==> config.mk <==
export PLATFORM = sky130hd
export DESIGN_NAME = alu_operand_serializer
export DESIGN_NICKNAME = d
export VERILOG_FILES = /design/src/rtl/alu_operand_serializer.sv
export SDC_FILE = /design/constraint.sdc
export NUM_CORES = 1
export LEC_CHECK = 0
export BUFFER_PORTS_ARGS = -buffer_cell sky130_fd_sc_hd__buf_4
export CAP_MARGIN = 20
export CORE_UTILIZATION = 28
export CTS_CLUSTER_SIZE = 14
export DETAILED_ROUTE_END_ITERATION = 7
export PLACE_DENSITY = 0.43
export SYNTH_ARGS = -nofsm -noshare
export SYNTH_HDL_FRONTEND = slang
export SYNTH_SLANG_ARGS = --single-unit
export TNS_END_PERCENT = 1
==> constraint.sdc <==
create_clock -name clk -period 3.2 [get_ports clk]
set_input_delay 0.48 -clock clk [delete_from_list [all_inputs] [get_ports clk]]
set_output_delay 0.48 -clock clk [all_outputs]
set_load 0.01 [all_outputs]
==> src/rtl/alu_operand_serializer.sv <==
// alu_operand_serializer
//   Parallel-to-serial front end for the serial ALU. It accepts one operand,
//   either a single register or a register pair, through a valid/ready
//   handshake. It shifts the operand into the ALU NSHIFT bits per active
//   cycle, LSB first. In the same cycles it gathers the ALU serial output
//   into a parallel result, which it offers downstream through a second
//   valid/ready handshake.
//
// Ports
//   clk, rst_n       clock; asynchronous active-low reset
//   load_valid/ready operand handshake; load_data holds the operand
//                    (only the low REG_BITS bits are used when load_pair=0)
//   load_pair        1 = register-pair operand, 0 = single register
//   operand_valid    operand loaded and not yet fully consumed
//   alu_active       ALU consumes/produces one NSHIFT chunk this cycle
//   alu_op_done      ALU marks its last cycle
//   alu_data_out     ALU serial result chunk
//   data_in          current operand chunk, to ALU data_in2
//   result_valid/ready  result handshake; result_data is right-aligned
//   err              sticky length-mismatch flag, cleared on the next load
module alu_operand_serializer #(
  parameter int REG_BITS = 8,
  parameter int NSHIFT   = 2
) (
  input  logic                  clk,
  input  logic                  rst_n,
  input  logic                  load_valid,
  output logic                  load_ready,
  input  logic [2*REG_BITS-1:0] load_data,
  input  logic                  load_pair,
  output logic                  operand_valid,
  input  logic                  alu_active,
  input  logic                  alu_op_done,
  input  logic [NSHIFT-1:0]     alu_data_out,
  output logic [NSHIFT-1:0]     data_in,
  output logic                  result_valid,
  input  logic                  result_ready,
  output logic [2*REG_BITS-1:0] result_data,
  output logic                  err
);

  localparam int W             = 2 * REG_BITS;
  localparam int PAIR_CHUNKS   = W / NSHIFT;
  localparam int SINGLE_CHUNKS = REG_BITS / NSHIFT;
  localparam int CW            = $clog2(PAIR_CHUNKS) + 1;
  localparam logic [CW-1:0] PAIR_LAST   = CW'(PAIR_CHUNKS - 1);
  localparam logic [CW-1:0] SINGLE_LAST = CW'(SINGLE_CHUNKS - 1);

  typedef enum logic [1:0] {
    IDLE  = 2'd0,
    SHIFT = 2'd1,
    DONE  = 2'd2
  } state_t;

  state_t          state_reg, state_next;
  logic [W-1:0]    opnd_sr_reg;
  logic [W-1:0]    res_sr_reg;
  logic [W-1:0]    result_data_reg;
  logic [CW-1:0]   count_reg;
  logic            pair_reg;
  logic            err_reg;

  logic            last;
  logic            accept;
  logic            step;
  logic            complete;
  logic [W-1:0]    res_shifted;
  logic [W-1:0]    opnd_load;

  assign last        = pair_reg ? (count_reg == PAIR_LAST) : (count_reg == SINGLE_LAST);
  assign accept      = (state_reg == IDLE) && load_valid;
  assign step        = (state_reg == SHIFT) && alu_active;
  // Completion is forced at the natural last chunk, so count never wraps.
  assign complete    = step && (last || alu_op_done);
  assign res_shifted = {alu_data_out, res_sr_reg[W-1:NSHIFT]};
  // Upper byte of a single operand is dropped so it can never leak out.
  assign opnd_load   = load_pair ? load_data : {{REG_BITS{1'b0}}, load_data[REG_BITS-1:0]};

  // State register
  always_ff @(posedge clk or negedge rst_n) begin
    if (!rst_n) begin
      state_reg <= IDLE;
    end else begin
      state_reg <= state_next;
    end
  end

  // Next state and state-decoded outputs
  always_comb begin
    state_next    = state_reg;
    load_ready    = 1'b0;
    operand_valid = 1'b0;
    result_valid  = 1'b0;
    data_in       = '0;
    case (state_reg)
      IDLE: begin
        load_ready = 1'b1;
        if (load_valid) begin
          state_next = SHIFT;
        end
      end
      SHIFT: begin
        operand_valid = 1'b1;
        data_in       = opnd_sr_reg[NSHIFT-1:0];
        if (complete) begin
          state_next = DONE;
        end
      end
      DONE: begin
        result_valid = 1'b1;
        if (result_ready) begin
          state_next = IDLE;
        end
      end
      default: begin
        state_next = IDLE;
      end
    endcase
  end

  // Datapath
  always_ff @(posedge clk or negedge rst_n) begin
    if (!rst_n) begin
      opnd_sr_reg     <= '0;
      res_sr_reg      <= '0;
      result_data_reg <= '0;
      count_reg       <= '0;
      pair_reg        <= 1'b0;
      err_reg         <= 1'b0;
    end else begin
      if (accept) begin
        opnd_sr_reg <= opnd_load;
        pair_reg    <= load_pair;
        count_reg   <= '0;
        res_sr_reg  <= '0;
        err_reg     <= 1'b0;
      end else if (step) begin
        opnd_sr_reg <= opnd_sr_reg >> NSHIFT;
        res_sr_reg  <= res_shifted;
        count_reg   <= count_reg + CW'(1);
        if (complete) begin
          // The final chunk is part of the result; a single result sits in
          // the upper half of the shifter and is moved down here.
          result_data_reg <= pair_reg ? res_shifted : (res_shifted >> REG_BITS);
          if (alu_op_done != last) begin
            err_reg <= 1'b1;
          end
        end
      end else if ((state_reg == DONE) && result_ready) begin
        result_data_reg <= '0;
      end
    end
  end

  assign result_data = result_data_reg;
  assign err         = err_reg;

endmodule

### Word-level counts from Yosys, hierarchy flattened

Cells that the tools add are included.

* memory bits (read-only): 0
* register bits: 56
* bits in latches: 0
* word-level logic and storage cells: 55
* RAM bits: 0
* memories: 0
* input bits: 25

* muxes and demuxes: 24
* reductions and logical operators: 13
* order comparisons: 0
* divide/modulo/power cells: 0
* multiply operators: 0
* equality and inequality tests: 9
* shifts and indexed selects: 0
* bitwise operators: 1
* add/sub/neg operators: 1

Operators by type and width (number)
* 16-bit two-way mux: 9
* 3-bit AND reduction: 3
* 1-bit two-way mux: 8
* 2-bit two-way mux: 4
* 4-bit two-way mux: 2
* 2-bit nonzero test: 4
* 2-bit inequality test (second input constant): 3
* 2-bit one-hot mux with 3 select lines: 1
* 4-bit by 1-bit adder with 4-bit output (second input constant): 1
* 4-bit by 2-bit equality test with 1-bit output (second input constant): 1
* 4-bit by 3-bit equality test with 1-bit output (second input constant): 1
* 1-bit logical AND: 4
* 2-bit by 1-bit equality test with 1-bit output (second input constant): 1
* 2-bit equality test (second input constant): 1
* 2-bit logical NOT: 1
* 2-bit by 1-bit inequality test with 1-bit output (second input constant): 1
* 1-bit logical OR: 1
* 1-bit inequality test: 1
* 1-bit NOT: 1

### Longest topological paths before layout

* word-level depth: 7
* mapped depth: 10
* depth with buffers taken out: 7

### Least setup slack after synthesis

No wires, ideal clock.

* kind: register to register
* from: register pair_reg
* to: register result_data_reg[0], in the netlist result_data[0]
* buffers on the path: 4
* slack: 782 ps
* clock period less this slack: 2418 ps
* arrival time: 2293 ps
* library setup time: 125 ps
* stages on the path, launching flop included: 11
* data required time: 3075 ps
* path through: dfrtp_1 buf_2 clkbuf_1 xor2_1 or3_1 ha_1 and4bb_1 a21o_1 buf_6 buf_12 mux2_4

* longest elaborated chain between the ends: 5

RTL lines
* from (decl): RTL line 60 `logic pair_reg;`
* from (signal assigned): RTL line 133 `pair_reg <= load_pair;`
* 1-bit two-way mux: RTL line 70 `assign last = pair_reg ? (count_reg == PAIR_LAST) : (count_reg == SINGLE_LAST);`
* 1-bit logical OR: RTL line 74 `assign complete = step && (last || alu_op_done);`
* 1-bit logical AND: RTL line 74
* 2-bit by 1-bit inequality test with 1-bit output (no source line)
* 3-bit AND reduction (no source line)
* to (signal assigned): RTL line 144 `result_data_reg <= pair_reg ? res_shifted : (res_shifted >> REG_BITS);`
* to (decl): RTL line 58 `logic [W-1:0] result_data_reg;`

Several ways; a longest one is shown, not always the timed one. The select of a mux whose other input is x is not followed.
A chain may end at the register's enable or synchronous reset.

### Worst setup path in the final report

* from: register count_reg[0]
* to: register result_data_reg[8], in the netlist result_data[8]

* longest elaborated chain between the ends: 6

RTL lines
* from (decl): RTL line 59 `logic [CW-1:0] count_reg;`
* from (signal assigned): RTL line 140 `count_reg <= count_reg + CW'(1);`
* 4-bit by 2-bit equality test with 1-bit output or 4-bit by 3-bit equality test with 1-bit output (tied branches): RTL line 70
* 1-bit two-way mux *: RTL line 70
* 1-bit logical OR *: RTL line 74
* 1-bit logical AND *: RTL line 74
* 2-bit by 1-bit inequality test with 1-bit output (no source line) *
* 3-bit AND reduction (no source line) *

Mark *: on every way between the ends. The rest lies on a longest branch, timed or not.

==> impl_metrics.csv <==
group,metric,value,unit
placed_design,place_area,2890,sq um
pwr,vdd_drop_max,255,uV
global_routing,busiest_layer,"met2",
clocking,root_buffer,"clkbuf_8",
final_layout,finalNetCount,292,
floorplan,die_area,9260,sq um
clocking,post_cts_buffers,0,
pwr,p_leak,1.49,nW
pwr,power-per-cell-area,774,nW/um^2
floorplan,die_y,96.2,microns
logic_synthesis,synth_xor_area_frac,0.00705,
critical_path,critical-path-max-stage-delay,0.39,ns
critical_path,crit_buf_inv,2,
timing,rsz0062_at_grt,"no",
floorplan,fp-row-count,34,
timing,hold_viol_final,0,
clocking,cts-buffers-inserted,5,
routing,wl_per_cell,14.4,microns
hold_path,hp-class,"primary input to asynchronous set/reset pin",
global_routing,grtUsageTotal,0.125,
logic_synthesis,synthAdderAreaFrac,0.0101,
pwr,p_switching,0.843,mW
logic_synthesis,yosysSeqAreaShare,0.544,
critical_path,start_kind,"flip-flop",
critical_path,cp_slowest_cell,"dfrtp_1",
clocking,ctsHoldBuffers,0,
timing,slew_headroom,0.358,
global_routing,gr-usage-met2,0.204,
placed_design,hpwl,3450,microns
logic_synthesis,netlist_instances,225,
clocking,clockBufferDepth,2,
critical_path,worstSetupPathDepth,8,
routing,ant_nets,0,
logic_synthesis,synth_seq_cells,54,
timing,tightestPinTransition,0.959,ns
critical_path,cp.required,3.40,ns
logic_synthesis,syn-mean-instance-area,11.0,sq um
final_layout,final_area,2990,sq um
clocking,cts_tree,"yes",
final_layout,drive_gt1_frac,0.301,
status,failed_checks,"DRC",
clocking,cts-resized-gates,0,
logic_synthesis,synth_top_family_by_area,"compound AO/OA/AOI/OAI gates",
critical_path,crit_family,"simple AND/OR/NAND/NOR gates",
critical_path,cp_cell_sequence,"ha_1 > inv_1 > or3_1 > ha_1 > and4bb_1 > a21o_1 > buf_4 > mux2_2",
logic_synthesis,synth-warning-count,0,
clocking,clk_latency,0.31,ns
routing,drt-total-wl,5380,microns
global_routing,grt_antenna_before_repair,0,
timing,min_period_over_period,0.720,
final_layout,final-seq-area,1350,sq um
critical_path,critPathArrivalTime,2.51,ns
logic_synthesis,synthMuxAreaShare,0.124,
global_routing,grt_overflow,0,
critical_path,path_class,"flip-flop to flip-flop",
global_routing,grt_pass1_wl,8830,microns
critical_path,rr_worst_depth,8,
status,status,"complete, but fails checks",
global_routing,use_met1,0.169,
timing,tns,0,ns
logic_synthesis,synth-simple-area-share,0.133,
pwr,power.clock.fraction,0.174,
final_layout,area_growth,20.3,%
timing,fmax,434,MHz
pwr,p_comb_frac,0.372,
placed_design,io_buffers,46,
timing,fin_skew,0.00999,ns
timing,setup_violations,0,
routing,drcViolationCount,1,
floorplan,die_w,96.2,microns
clocking,cts_num_sinks,54,
clocking,h-tree-depth,2,
timing,drv_slew,0,
routing,viasPerCell,4.66,
pwr,p_int,1.47,mW
critical_path,path_max_fanout,16,
routing,via_count,1743,
pwr,seqPwrFrac,0.454,
timing,finalWorstPathRequiredPeriod,2.30,ns
floorplan,core-area,8640,sq um
global_routing,met3_usage,0.0276,
global_routing,grt_pass1_vias,1779,
final_layout,multi_input_area,1020,sq um
logic_synthesis,netlist_area,2480,sq um
routing,drt_iter0_markers,72,
logic_synthesis,synth_fp_nets,252,
critical_path,crit_top_cell,"ha_1",
final_layout,fill_cells,904,
global_routing,grt_max_degree,55,
final_layout,antennaDiodeCount,0,
logic_synthesis,synth_compound_area_frac,0.137,
logic_synthesis,yosysUniqueCellTypes,33,
floorplan,io_pins,47,
clocking,clkSlewWorstSetupHoldPaths,0.10,ns
placed_design,gp_congestion,0.668,
critical_path,endpoint_kind,"flip-flop",
flow_run,maxCapViolCount,0,
pwr,p_sw_frac,0.364,
routing,drtPass1Iterations,6,
floorplan,start_util,0.288,
-- metrics by stage --
stage / worst slack [ns] / total power, mW / hold WS [ns] / instances / util
2_1_floorplan: 0.782 / 1.66 / 0.184 / 225 / -
3_3_place_gp: 0.926 / 1.94 / 0.465 / 366 / 0.335
3_5_place_dp: 0.893 / 1.94 / 0.473 / 366 / 0.335
4_1_cts: 0.879 / 2.36 / 0.246 / 374 / 0.346
5_1_grt: 0.754 / 2.51 / 0.263 / 374 / 0.346
6_report: 0.896 / 2.31 / 0.213 / 374 / 0.346
-- cells by family after synthesis --
| group | after synthesis |
|---|---|
| adders and majority gates | 2 |
| AOI/OAI and AO/OA | 55 |
| xor gates and xnor gates | 2 |
| buffers and inverters | 20 |
| and+or+nand+nor | 67 |
| muxes | 25 |
| DFF | 54 |
-- worst register-to-register path, cell delays in order, from the launching register on --
cell	delay [ns]
dfrtp_1	0.39
ha_1	0.15
inv_1	0.05
or3_1	0.37
ha_1	0.20
and4bb_1	0.32
a21o_1	0.10
buf_4	0.26
mux2_2	0.37
-- synth_stat cells --
cell type   n  area share
a21o_1      3      0.0091
and2b_4     1      0.0040
buf_2      11       0.022
nor3_1      2      0.0040
nor3b_2     1      0.0050
inv_1       3      0.0045
nor2_1     18       0.027
buf_6       1      0.0045
and3b_2     1      0.0040
o22ai_1     2      0.0050
a21oi_1    34       0.068
xnor2_1     1      0.0035
and4bb_1    1      0.0050
and2b_2     1      0.0035
or3b_2      1      0.0035
clkbuf_1    4      0.0060
or3_1       2      0.0050
a21o_2      1      0.0035
mux2_2      6       0.027
xor2_1      1      0.0035
mux2i_1     9       0.036
a32o_1      2      0.0081
ha_1        2       0.010
and3_1      8       0.020
nand2_1    27       0.041
nand4_1     1      0.0025
a22o_1     11       0.039
nand3b_1    1      0.0030
buf_12      1      0.0081
o21ai_0     2      0.0040
mux2_4     10       0.060
and2_1      2      0.0050
dfrtp_1    54        0.54
-- worst paths after layout --
kind	startpoint	slack, ns	endpoint
max	count_reg[0]	0.90	result_data[8]
min	rst_n	0.21	result_data[0]
min reg2reg	opnd_sr_reg[1]	0.49	opnd_sr_reg[1]
max reg2reg	count_reg[0]	0.90	result_data[8]
min in group clk	load_data[3]	0.42	opnd_sr_reg[3]
max in group asynchronous	rst_n	2.53	res_sr_reg[4]
-- cell type report --
class	instances	area share
flip-flops and latches	54	0.452
multi-input cells	151	0.342
repair buffers	50	0.126
well taps	108	0.0452
clock buffers	6	0.0276
clock inverters	2	0.00419
inverters	3	0.00377
-- power by group through the flow --
| stage | Combinational (mW) | Clock [mW] | Sequential, mW |
|---|---|---|---|
| 6_report | 0.861 | 0.403 | 1.05 |
| 5_1_grt | 0.978 | 0.448 | 1.08 |
| 4_1_cts | 0.879 | 0.424 | 1.05 |
| 3_5_place_dp | 0.877 | 0 | 1.07 |
| 3_3_place_gp | 0.878 | 0 | 1.07 |
| 2_1_floorplan | 0.630 | 0 | 1.04 |
-- layout by cell type (no fill, tap or decap) --
master	instances
dfrtp_1	54
buf_4	50
a21oi_1	34
nand2_1	27
nor2_1	18
a22o_1	11
mux2_4	10
mux2i_1	9
and3_1	8
mux2_2	6
clkbuf_8	6
inv_1	3
a21o_1	3
and2_1	2
or3_1	2
o21ai_0	2
o22ai_1	2
nor3_1	2
a32o_1	2
ha_1	2
and2b_2	1
xor2_1	1
and2b_4	1
nand3b_1	1
and4bb_1	1
and3b_2	1
nor3b_2	1
or3b_2	1
xnor2_1	1
a21o_2	1
nand4_1	1
clkinvlp_4	1
clkinv_2	1
-- per-layer routing --
layer / vias to the layer above / share of wire
met3: 2 / 0.035
li1: 859 / -
met5: - / 0
met2: 31 / 0.46
met4: 0 / 0.0037
met1: 851 / 0.50
(Power assumes the default switching activity.)
